==> src/rtl/mem_loader.sv <==
// mem_loader: accepts a header plus instruction/data image on a valid/ready stream, writes it into two word RAMs, then releases the CPU.
// Define LOADER_CHECKSUM_EN to require a trailing mod-2^32 checksum word (CHECK state) before DONE.
module mem_loader #(
    parameter int ADDR_W = 9,
    parameter int DATA_W = 32
) (
    input  logic              clock,
    input  logic              reset,
    input  logic              load_req,
    input  logic              s_valid,
    output logic              s_ready,
    input  logic [DATA_W-1:0] s_data,
    input  logic              s_last,
    output logic              mem_we,
    output logic              mem_sel,
    output logic [ADDR_W-1:0] mem_addr,
    output logic [DATA_W-1:0] mem_wdata,
    output logic              cpu_start,
    output logic              busy,
    output logic              done,
    output logic              err
);
    // Counts reach 2^ADDR_W, so they need one bit more than an address.
    localparam int          CNT_W   = ADDR_W + 1;
    localparam logic [31:0] MAX_CNT = 32'd1 << ADDR_W;

    typedef enum logic [2:0] {
        IDLE,
        HEADER,
        INSTR,
        DATA,
`ifdef LOADER_CHECKSUM_EN
        CHECK,
`endif
        DONE,
        ERR
    } state_t;

`ifdef LOADER_CHECKSUM_EN
    localparam state_t TERM            = CHECK;
    localparam logic   LAST_ON_PAYLOAD = 1'b0;
`else
    localparam state_t TERM            = DONE;
    localparam logic   LAST_ON_PAYLOAD = 1'b1;
`endif

    state_t           state;
    state_t           state_next;
    logic [CNT_W-1:0] n_i;
    logic [CNT_W-1:0] n_d;
    logic [CNT_W-1:0] idx;
    logic [CNT_W-1:0] n_i_next;
    logic [CNT_W-1:0] n_d_next;
    logic [CNT_W-1:0] idx_next;
    logic [CNT_W-1:0] idx_inc;
    logic [15:0]      hdr_ni;
    logic [15:0]      hdr_nd;
    logic             accept;
    logic             hdr_bad;
    logic             hdr_empty;
    logic             last_i;
    logic             last_d;
    logic             exp_last;
    logic             wr_en;
    logic             wr_sel;

`ifdef LOADER_CHECKSUM_EN
    logic [DATA_W-1:0] sum;
`endif

    assign accept    = s_valid && s_ready;
    assign hdr_ni    = s_data[31:16];
    assign hdr_nd    = s_data[15:0];
    assign hdr_bad   = ({16'd0, hdr_ni} > MAX_CNT) || ({16'd0, hdr_nd} > MAX_CNT);
    assign hdr_empty = (hdr_ni == 16'd0) && (hdr_nd == 16'd0);
    assign idx_inc   = idx + CNT_W'(1);
    assign last_i    = (idx_inc == n_i);
    assign last_d    = (idx_inc == n_d);

    always_ff @(posedge clock or posedge reset) begin
        if (reset) begin
            state <= IDLE;
        end else begin
            state <= state_next;
        end
    end

    always_comb begin
        state_next = state;
        n_i_next   = n_i;
        n_d_next   = n_d;
        idx_next   = idx;
        exp_last   = 1'b0;
        wr_en      = 1'b0;
        wr_sel     = 1'b0;
        case (state)
            IDLE, DONE, ERR: begin
                if (load_req) begin
                    state_next = HEADER;
                end
            end
            HEADER: begin
                if (accept) begin
                    n_i_next = CNT_W'(hdr_ni);
                    n_d_next = CNT_W'(hdr_nd);
                    idx_next = '0;
                    exp_last = hdr_empty && LAST_ON_PAYLOAD;
                    if (hdr_bad || (s_last != exp_last)) begin
                        state_next = ERR;
                    end else if (hdr_ni != 16'd0) begin
                        state_next = INSTR;
                    end else if (hdr_nd != 16'd0) begin
                        state_next = DATA;
                    end else begin
                        state_next = TERM;
                    end
                end
            end
            INSTR: begin
                if (accept) begin
                    exp_last = last_i && (n_d == '0) && LAST_ON_PAYLOAD;
                    if (s_last != exp_last) begin
                        state_next = ERR;
                    end else begin
                        wr_en    = 1'b1;
                        idx_next = idx_inc;
                        if (last_i) begin
                            idx_next   = '0;
                            state_next = (n_d != '0) ? DATA : TERM;
                        end
                    end
                end
            end
            DATA: begin
                if (accept) begin
                    exp_last = last_d && LAST_ON_PAYLOAD;
                    if (s_last != exp_last) begin
                        state_next = ERR;
                    end else begin
                        wr_en    = 1'b1;
                        wr_sel   = 1'b1;
                        idx_next = idx_inc;
                        if (last_d) begin
                            idx_next   = '0;
                            state_next = TERM;
                        end
                    end
                end
            end
`ifdef LOADER_CHECKSUM_EN
            CHECK: begin
                if (accept) begin
                    state_next = (s_last && (s_data == sum)) ? DONE : ERR;
                end
            end
`endif
            default: state_next = IDLE;
        endcase
    end

    // Write port is registered: the strobe appears the cycle after the accept.
    always_ff @(posedge clock or posedge reset) begin
        if (reset) begin
            n_i       <= '0;
            n_d       <= '0;
            idx       <= '0;
            mem_we    <= 1'b0;
            mem_sel   <= 1'b0;
            mem_addr  <= '0;
            mem_wdata <= '0;
        end else begin
            n_i    <= n_i_next;
            n_d    <= n_d_next;
            idx    <= idx_next;
            mem_we <= wr_en;
            if (wr_en) begin
                mem_sel   <= wr_sel;
                mem_addr  <= idx[ADDR_W-1:0];
                mem_wdata <= s_data;
            end
        end
    end

`ifdef LOADER_CHECKSUM_EN
    always_ff @(posedge clock or posedge reset) begin
        if (reset) begin
            sum <= '0;
        end else if ((state == HEADER) && accept) begin
            sum <= '0;
        end else if (wr_en) begin
            sum <= sum + s_data;
        end
    end
`endif

    always_comb begin
        busy = 1'b0;
        case (state)
            HEADER, INSTR, DATA: busy = 1'b1;
`ifdef LOADER_CHECKSUM_EN
            CHECK:               busy = 1'b1;
`endif
            default:             busy = 1'b0;
        endcase
    end

    assign s_ready   = busy;
    assign done      = (state == DONE);
    assign cpu_start = (state == DONE);
    assign err       = (state == ERR);

endmodule
==> config.mk <==
export PLATFORM = sky130hd
export DESIGN_NAME = mem_loader
export DESIGN_NICKNAME = d
export VERILOG_FILES = /design/src/rtl/mem_loader.sv
export SDC_FILE = /design/constraint.sdc
export NUM_CORES = 1
export LEC_CHECK = 0
export CORE_ASPECT_RATIO = 1.4
export CORE_MARGIN = 2
export CORE_UTILIZATION = 46
export DETAILED_ROUTE_END_ITERATION = 7
export PLACE_DENSITY_LB_ADDON = 0.25
export SLEW_MARGIN = 10
export SYNTH_ARGS = -nofsm -noshare
export SYNTH_HDL_FRONTEND = slang
export SYNTH_SLANG_ARGS = --single-unit
==> constraint.sdc <==
create_clock -name clock -period 3.57 [get_ports clock]
set_input_delay 0.5355 -clock clock [delete_from_list [all_inputs] [get_ports clock]]
set_output_delay 0.5355 -clock clock [all_outputs]
set_load 0.01 [all_outputs]
==> impl_results.md <==
- Post-DRT Antenna Nets: 0
- Layout cells sized above 1: 28.0%
- Register area share after synthesis: 47.0%
- RePlAce Congestion: 0.931
- Slowest Stage Delay on Critical Path: 530 ps
- Status: completed
- DR DRC count: 0
- Layout net count: 491
- Core Area: 8560 µm²
- CTS Sinks: 76
- Gr usage total: 22.7%
- Final setup violation count: 0
- Most common cell on crit path: ha_1
- Clock transition at path regs: 60 ps
- Minimum clock period: 3420 ps
- Finished Layout Cells: 562
- Ys async rst share: 100%
- Cts hold-fix bufs: 0
- Largest fanout on the critical path: 12
- Site row count: 40
- Die ar.: 9560 µm²
- GRT overflow: 0
- Worst path slowest cell: or4_4
- Post-synth top area share: 47.0%
- Global-route wire length before repair: 17,000 µm
- Die Width: 83.2 µm
- H-tree depth: 3
- Final core occ: 64.0%
- Io pins: 85
- Detailed placement HPWL: 7590 µm
- Power density over the cells: 492 nW/µm²
- CTS Buffer Depth: 2
- Top post-synthesis cells by count: dfrtp_1 (76), mux2_2 (61), nor2_1 (21)
- CP startpoint kind: register
- Avg Vias per Cell: 5.73
- Post-synth EDFFs: 0
- Top delay family on crit path: simple AND/OR/NAND/NOR gates
- Ys Warns: 0
- Final Slew Violations: 0
- WS Path Type: register to register
- Syn_nets: 388
- CP bufs+invs: 2
- Cells after synthesis: 349
- Worst-margin pin slew: 965 ps
- Crit-path cells: ha_1, xor2_1, a211oi_1, o211ai_1, or4_4, nor4_4, inv_1, ha_1, or3_4, nand2_8, bufbuf_16, mux2_2
- CTS Buf Count: 9
- WP data required: 3790 ps
- Count leader, synth: dfrtp_1
- Clock latency on the worst-skew pair: 330 ps
- Synth Register Bits: 76
- Worst Path Arrival: 3640 ps
- Synth cell types: 62
- CTS tree: yes
- Maximum vdd drop: 0.359 mV
- Max Cap Viol: 0
- Final worst-path cycle share: 95.9%
- Fin. Hold Viols: 0
- N_diodes: 0
- Initial antenna violation count: 0
- Post-Syn Area: 4040 µm²
- FMAX: 292 MHz
- CP endpoint kind: register
- Top post-synthesis cells by area: dfrtp_1 (47%), mux2_2 (17%), xnor2_1 (3.0%)
- Port Buffer Count: 84
- DR iter-0 viols: 244
- Mapped Avg Cell Area: 11.6 µm²
- Initial Util: 47.2%
- Synth Flop Type: dfrtp_1
- DR pass1 iterations: 4
- Largest area contributor in the netlist: dfrtp_1
- Vias in the first global route: 3,410
- Vias: 3,220
- Final WL: 10,400 µm
- Placed cell count: 545
- HP Class: register to register
- Clock tree root driver cell: clkbuf_16
- Area growth syn-to-layout: 35.5%
- Largest net degree at the start of global routing: 77
- DIE HEIGHT: 115 µm
- Clock Skew: 6.96 ps
- WHS: 506 ps
- Pleak: 0.00233 µW
- Total power: 2700 µW
- Slew HR: 35.6%
- DR WL/cell: 18.5 µm
-- path summary, 6_finish.rpt --
check	slack, ps	cells past startpoint	startpoint	to
setup / recovery	150	12	idx[0]	mem_wdata[22]
hold / removal	510	1	mem_wdata[5]	mem_wdata[5]
setup reg to reg	150	12	idx[0]	mem_wdata[22]
hold reg to reg	510	1	mem_wdata[5]	mem_wdata[5]
max in group asynchronous	2120	3	reset	n_d[1]
min in group asynchronous	810	3	reset	mem_wdata[10]
-- power breakdown --
part / internal [µW] / total, µW / switching, µW
Clock: 526 / 867 / 340
Sequential: 990 / 1140 / 148
Combinational: 389 / 693 / 304
Total: 1910 / 2700 / 792
-- final cells by class --
class                      instances  area (µm²)
clock buffer                      13         270
clock inverter                     3        20.0
tap                              105         131
multi-input combinational        244        2010
fill                             671        3080
sequential                        76        1900
timing repair buffer             114        1120
inverter                           7        26.3
-- state kept, by name, summed over array words and instances (netlist names) --
register,count
mem_we,1
state,3
idx,10
n_d,10
mem_addr,9
mem_wdata,32
mem_sel,1
n_i,10
-- worst reg2reg max path, cell delays in order, from the launching register on --
cell       delay (ps)
dfrtp_1           380
ha_1              320
xor2_1            170
a211oi_1          170
o211ai_1          120
or4_4             530
nor4_4            160
inv_1              70
ha_1              290
or3_4             370
nand2_8           100
bufbuf_16         290
mux2_2            330
-- kinds of logic (layout without fill, tap and decap cells) --
| logic type | count (synthesis) | in the layout | share of synthesized area, % |
|---|---|---|---|
| muxes | 62 | 62 | 17.5 |
| adders and majority gates | 2 | 2 | 0.619 |
| AOI/OAI and AO/OA | 50 | 50 | 8.94 |
| and+or+nand+nor | 104 | 104 | 14.9 |
| xor gates and xnor gates | 26 | 26 | 6.84 |
| buffers and inverters | 29 | 137 | 4.12 |
| DFF | 76 | 76 | 47.0 |
-- stage by stage --
step                      cell area (µm²)  setup WS, ps  TNS [ps]
after CTS                            5460          3.71         0
after detailed placement             5120         -7.54     -19.3
final                                5480           147         0
after global placement               5120          62.9         0
after global routing                 5480         -12.1     -28.4
after floorplan                      4040           125         0
-- layout by cell type (no fill, tap or decap), drive strengths merged, types with 3 or more instances in the layout --
master,count
nor2,21
nand2,14
nor2b,6
xnor2,15
dfrtp,76
nor3,8
or3,4
mux2,61
nand2b,5
nand4,5
or4,6
inv,7
nand3,14
nor3b,3
a21oi,7
xnor3,3
o211ai,4
o21ai,11
nand3b,3
xor2,8
nor4,6
a32oi,3
buf,29
and3,3
clkbuf,13
clkdlybuf4s50,84
-- layer usage --
metal | vias to the layer above | share of wire, % | global-route usage, %
met5 | - | 0 | 0
met4 | 0 | 3.1 | 11.5
met3 | 26 | 4.8 | 4.38
met2 | 102 | 53 | 40.3
met1 | 1614 | 39 | 26.1
li1 | 1478 | - | -
-- timing repair --
action	in CTS	in global routing
pin swaps	2	2
endpoints found under the setup margin	20	48
gates resized for setup	3	3
endpoints found under the hold margin	0	0
setup buffers	0	0
gates cloned	1	0
Power figures use the tool's default switching activity.
==> RTL edit 1: new RTL, same flow settings <==
Set the parameter `DATA_W` to 64 (it was 32).
--- a/src/rtl/mem_loader.sv
+++ b/src/rtl/mem_loader.sv
@@ -2,7 +2,7 @@
 // Define LOADER_CHECKSUM_EN to require a trailing mod-2^32 checksum word (CHECK state) before DONE.
 module mem_loader #(
     parameter int ADDR_W = 9,
-    parameter int DATA_W = 32
+    parameter int DATA_W = 64
 ) (
     input  logic              clock,
     input  logic              reset,
Ports: changed (resized mem_wdata and s_data); port bits go from 85 to 149. No check against the original RTL was run, so the function may have changed too.
==> RTL edit 1 against the unedited design <==
First-iteration DRC count shrank 23%; global-route usage rose by 0.070 points; combinational power increased by 77%; die area increased by 34%; non-clock buffer count rose by 68; fmax about the same; worst setup slack better by 0.0017 ns; design area up 38%; power is 44% higher; wire length up 36%; utilization up 0.57 points; sequential cell count is 32 higher; area after synthesis grew 35%; largest cell class is now registers; highest routed layer unchanged.
==> RTL edit 1: results (changes against the unedited design) <==
* Largest net degree at the start of global routing at 42 (was 77)
* Status: complete, no violations (unchanged)
* Pleak at 3.24 nW (was 2.33 nW)
* Synth area leaders: dfrtp_1, mux2_4, mux2_2, xnor2_1, buf_6 (was dfrtp_1, mux2_2, xnor2_1, nor2_1, nand3_1)
* WL final at 14100 um (was 10400 um)
* Slew headroom at 67.3% (was 35.6%)
* Unique masters post-synth at 60 (was 62)
* Compound-gate portion of the synthesized area at 7.19% (was 8.94%)
* Synth warn at 0 (unchanged)
* Switching Share at 29.9% (was 29.4%)
* HP Class: flip-flop to flip-flop (unchanged)
* DP HPWL at 10700 um (was 7590 um)
* Vias in the first global route at 4325 (was 3410)
* Reg with most FFs: mem_wdata (unchanged)
* Starting DRT DRC Count at 189 (was 244)
* Setup bufs post-CTS at 0 (unchanged)
* VDD IR max at 260 uV (was 359 uV)
* Diodes inserted at 0 (unchanged)
* TritonCTS buffer count at 9 (unchanged)
* Per-instance average area after synthesis at 12.8 um^2 (was 11.6 um^2)
* Net Count, Synth at 498 (was 388)
* Reg2reg path depth at 11 (was 12)
* Initial antenna violation count at 0 (unchanged)
* Worst Hold Path Cells at 1 (unchanged)
* Register area share after synthesis at 49.5% (was 47.0%)
* Nets at 659 (was 491)
* Drt first pass iters at 5 (was 4)
* Total GRT Usage at 22.7% (about the same)
* Post-synthesis xor/xnor area fraction at 3.71% (was 6.84%)
* FF-to-FF setup slack at 0.15 ns
* Max reg flops at 64 (was 32)
* Dpl cells at 724 (was 545)
* Clock Skews at 0.0149 ns (was 0.00696 ns)
* Worst-path clk slew at 0.08 ns (was 0.06 ns)
* DR vias/cell at 5.47 (was 5.73)
* WP data arrival at 3.65 ns (was 3.64 ns)
* Reg2reg start: idx[1] (was idx[0])
* Worst min-delay path startpoint: mem_wdata[61] (was mem_wdata[5])
* Mux cell area share after synthesis at 23.6% (was 17.5%)
* Final cell count without fillers at 740 (was 562)
* Placed cell area at 7260 um^2 (was 5120 um^2)
* Clock buffer depth at 2 (unchanged)
* Commonest cells in the netlist: dfrtp_1, mux2_4, mux2_2 (was dfrtp_1, mux2_2, nor2_1)
* Placer Congestion at 0.917 (was 0.931)
* CTS root buffer: clkbuf_16 (unchanged)
* Critical Path Source Type: flip-flop (unchanged)
* # H-tree levels at 3 (unchanged)
* Worst-Skew Late Latency at 0.35 ns (was 0.33 ns)
* Crit path max fanout at 23 (was 12)
* Main synth FF type: dfrtp_1 (unchanged)
* RR Endpoint: mem_wdata[59] (was mem_wdata[22])
* Hold Path End: mem_wdata[61] (was mem_wdata[5])
* Async SR Flop Fraction at 100% (unchanged)
* First-pass GRT wire length at 22200 um (was 17000 um)
* Port Buf Inserts at 148 (was 84)
* Share of layout cells above drive strength 1 at 25.8% (was 28.0%)
* Adder-cell share of the synthesized area at 0.641% (was 0.619%)
## RTL edit 1: cell count changes in the layout (fill, tap and decap cells not counted), moves of 5 or more
| cell | delta |
|---|---|
| clkdlybuf4s50_1 | +64 |
| dfrtp_1 | +32 |
| mux2_2 | -26 |
| mux2_4 | +59 |
| nand2_1 | +6 |
| nand3_1 | -5 |
| nor2_1 | -8 |
## RTL edit 1: cells by family (layout without fill, tap and decap cells)
group           count (synthesis)  after routing
simple gates                  109            109
flops                         108            108
mux                            95             95
compound gates                 56             56
buf+inv                        36            202
xor+xnor                       20             20
fa+ha+maj                       3              3
## RTL edit 1: worst max-delay path, cell delays in order, from the launching register on
cell and delay (ns):
dfrtp_1 0.41, ha_2 0.33, and4_1 0.37, nand2_1 0.13, a221o_1 0.30, o21ai_0 0.10
nand4_1 0.17, ha_1 0.34, or3_1 0.42, nand2_4 0.15, buf_12 0.21, mux2_2 0.36
## RTL edit 1: layout make-up
cell class	instances	area (um^2)
inverter	4	17.5
multi-input combinational	283	2570
timing repair buffer	182	1790
fill	945	4140
clock inverter	6	53.8
tap	147	184
clock buffer	10	239
sequential	108	2700
## RTL edit 1: worst max path at each step
stage	to	cells after the start
6_report	mem_wdata[59]	11
3_3_place_gp	mem_wdata[4]	11
4_1_cts	mem_wdata[8]	11
5_1_grt	mem_wdata[8]	11
2_1_floorplan	mem_wdata[10]	15
3_5_place_dp	mem_wdata[2]	11
## RTL edit 1: metal layers
metal / GRT usage [%] / part of all wire [%]
met1: 27.1 / 40
met5: 0 / 0
met4: 10.2 / 3.6
met3: 3.87 / 4.3
met2: 39.3 / 52
## RTL edit 1: repair_timing
| item | 4_1_cts | 5_1_grt |
|---|---|---|
| setup endpoints to repair | 0 | 77 |
| endpoints found under the hold margin | 0 | 0 |
| resized for setup | 0 | 2 |
## RTL edit 1: power groups by stage
stage / Clock [mW] / Combinational [mW] / Sequential, mW
after global routing: 1.06 / 1.31 / 1.73
after floorplan: 0 / 0.616 / 1.71
after CTS: 1.00 / 1.23 / 1.69
final: 0.978 / 1.23 / 1.69
after global placement: 0 / 1.21 / 1.70
after detailed placement: 0 / 1.23 / 1.71
## RTL edit 1: per-stage QoR
step	worst slack, ns	hold WS (ns)
finish	0.149	0.507
global route	0.00716	0.522
CTS	0.0686	0.514
detailed placement	0.0718	0.493
global placement	0.189	0.489
floorplan	0.110	0.490
==> RTL edit 2: new RTL, same settings <==
Made on the original files. Encoding of `state_t`: now one-hot (6 bits for 6 states).
--- a/src/rtl/mem_loader.sv
+++ b/src/rtl/mem_loader.sv
@@ -24,16 +24,16 @@
     localparam int          CNT_W   = ADDR_W + 1;
     localparam logic [31:0] MAX_CNT = 32'd1 << ADDR_W;
 
-    typedef enum logic [2:0] {
-        IDLE,
-        HEADER,
-        INSTR,
-        DATA,
+    typedef enum logic [5:0] {
+        IDLE   = 6'b000001,
+        HEADER = 6'b000010,
+        INSTR  = 6'b000100,
+        DATA   = 6'b001000,
 `ifdef LOADER_CHECKSUM_EN
         CHECK,
 `endif
-        DONE,
-        ERR
+        DONE   = 6'b010000,
+        ERR    = 6'b100000
     } state_t;
 
 `ifdef LOADER_CHECKSUM_EN
Formal check against the unedited RTL: same outputs for any inputs over 10 cycles, from zero or initial values and one cycle with reset high; not proved beyond that.
==> RTL edit 2 against the unedited design <==
Worst setup slack got worse by 0.069 ns; area after synthesis increased by 4.0%; design area up 4.4%; utilization fell by 0.30 points; clock skew about the same; largest power group unchanged; wire length increased by 3.9%; sequential cell count rose by 3; power is 2.3% higher.
==> RTL edit 2: results (changes against the unedited design) <==
* Status: complete, no violations (unchanged)
* Hold Path End: mem_wdata[6] (was mem_wdata[5])
* CP delay by family, top: simple AND/OR/NAND/NOR gates (unchanged)
* Placer Congestion at 0.927 (was 0.931)
* Register area share after synthesis at 47.0% (about the same)
* Total GRT Usage at 21.8% (was 22.7%)
* Starting DRT DRC Count at 192 (was 244)
* First-pass GRT wire length at 16800 um (was 17000 um)
* # resized after CTS at 0 (was 3)
* VDD IR max at 363 uV (was 359 uV)
* Synth area leaders: dfrtp_1, mux2_2, xnor2_1, xor2_1, nor2_1 (was dfrtp_1, mux2_2, xnor2_1, nor2_1, nand3_1)
* Clock Skews at 0.00663 ns (was 0.00696 ns)
* Reg2reg start: idx[2] (was idx[0])
* Nets at 512 (was 491)
* Unique masters post-synth at 56 (was 62)
* Initial antenna violation count at 0 (unchanged)
* Highest cell delay on the worst timing path at 0.49 ns (was 0.53 ns)
* Net Count, Synth at 404 (was 388)
* Via count at 3374 (was 3220)
* Worst min-delay path startpoint: mem_wdata[6] (was mem_wdata[5])
* Placed cell area at 5210 um^2 (was 5120 um^2)
* Vias in the first global route at 3320 (was 3410)
* Largest net degree at the start of global routing at 46 (was 77)
* Crit path max fanout at 10 (was 12)
* Reg2reg path depth at 11 (was 12)
* Reg with most FFs: mem_wdata (unchanged)
* Pleak at 2.57 nW (was 2.33 nW)
* RR Endpoint: mem_wdata[20] (was mem_wdata[22])
* Synthesis-to-layout area growth at 36.0% (was 35.5%)
* Slowest cell on crit path: or4b_4 (was or4_4)
* WP data arrival at 3.71 ns (was 3.64 ns)
RTL edit 2: how the worst max path moves through the flow:
stage / from / endpoint / slack [ns] / cells after the start
finish: idx[2] / mem_wdata[20] / 0.08 / 11
CTS: idx[2] / mem_wdata[21] / 0.01 / 10
global route: idx[1] / mem_addr[1] / -0.005 / 14
detailed placement: idx[2] / mem_wdata[20] / 0.01 / 10
global placement: idx[2] / mem_wdata[1] / 0.05 / 10
floorplan: idx[1] / idx[0] / 0.24 / 11
RTL edit 2: per-layer routing:
metal	global-route usage, %	wire length (um)	up-vias
met3	4.42	587	24
met5	0	0	-
met1	26.4	4440	1663
li1	-	-	1558
met2	37.4	5440	129
met4	10.6	334	0
RTL edit 2: metrics by stage:
step	hold WS [ns]	setup TNS (ns)	setup WS, ns	cells
finish	0.491	0	0.0780	584
global route	0.505	-0.0251	-0.00495	584
CTS	0.497	0	0.0113	569
detailed placement	0.485	0	0.0113	554
global placement	0.473	0	0.0540	554
floorplan	0.485	0	0.244	365
RTL edit 2: kinds of logic after synthesis:
group | after synthesis | share of synthesized area (%)
and+or+nand+nor | 97 | 12.9
DFF | 79 | 47.0
muxes | 67 | 17.9
AOI/OAI and AO/OA | 59 | 10.7
buffers and inverters | 34 | 4.55
xor gates and xnor gates | 27 | 6.28
adders and majority gates | 2 | 0.595
RTL edit 2: final cells by class:
type | instances | area share (%)
Multi-Input combinational cell | 252 | 36.1
Clock inverter | 5 | 1.01
Clock buffer | 10 | 4.18
Inverter | 11 | 0.722
Tap cell | 107 | 2.34
Sequential cell | 79 | 34.6
Timing Repair Buffer | 120 | 21.0
RTL edit 2: power breakdown:
| part | switching [mW] | internal (mW) |
|---|---|---|
| combinational | 0.298 | 0.372 |
| clock | 0.353 | 0.557 |
| sequential | 0.151 | 1.03 |
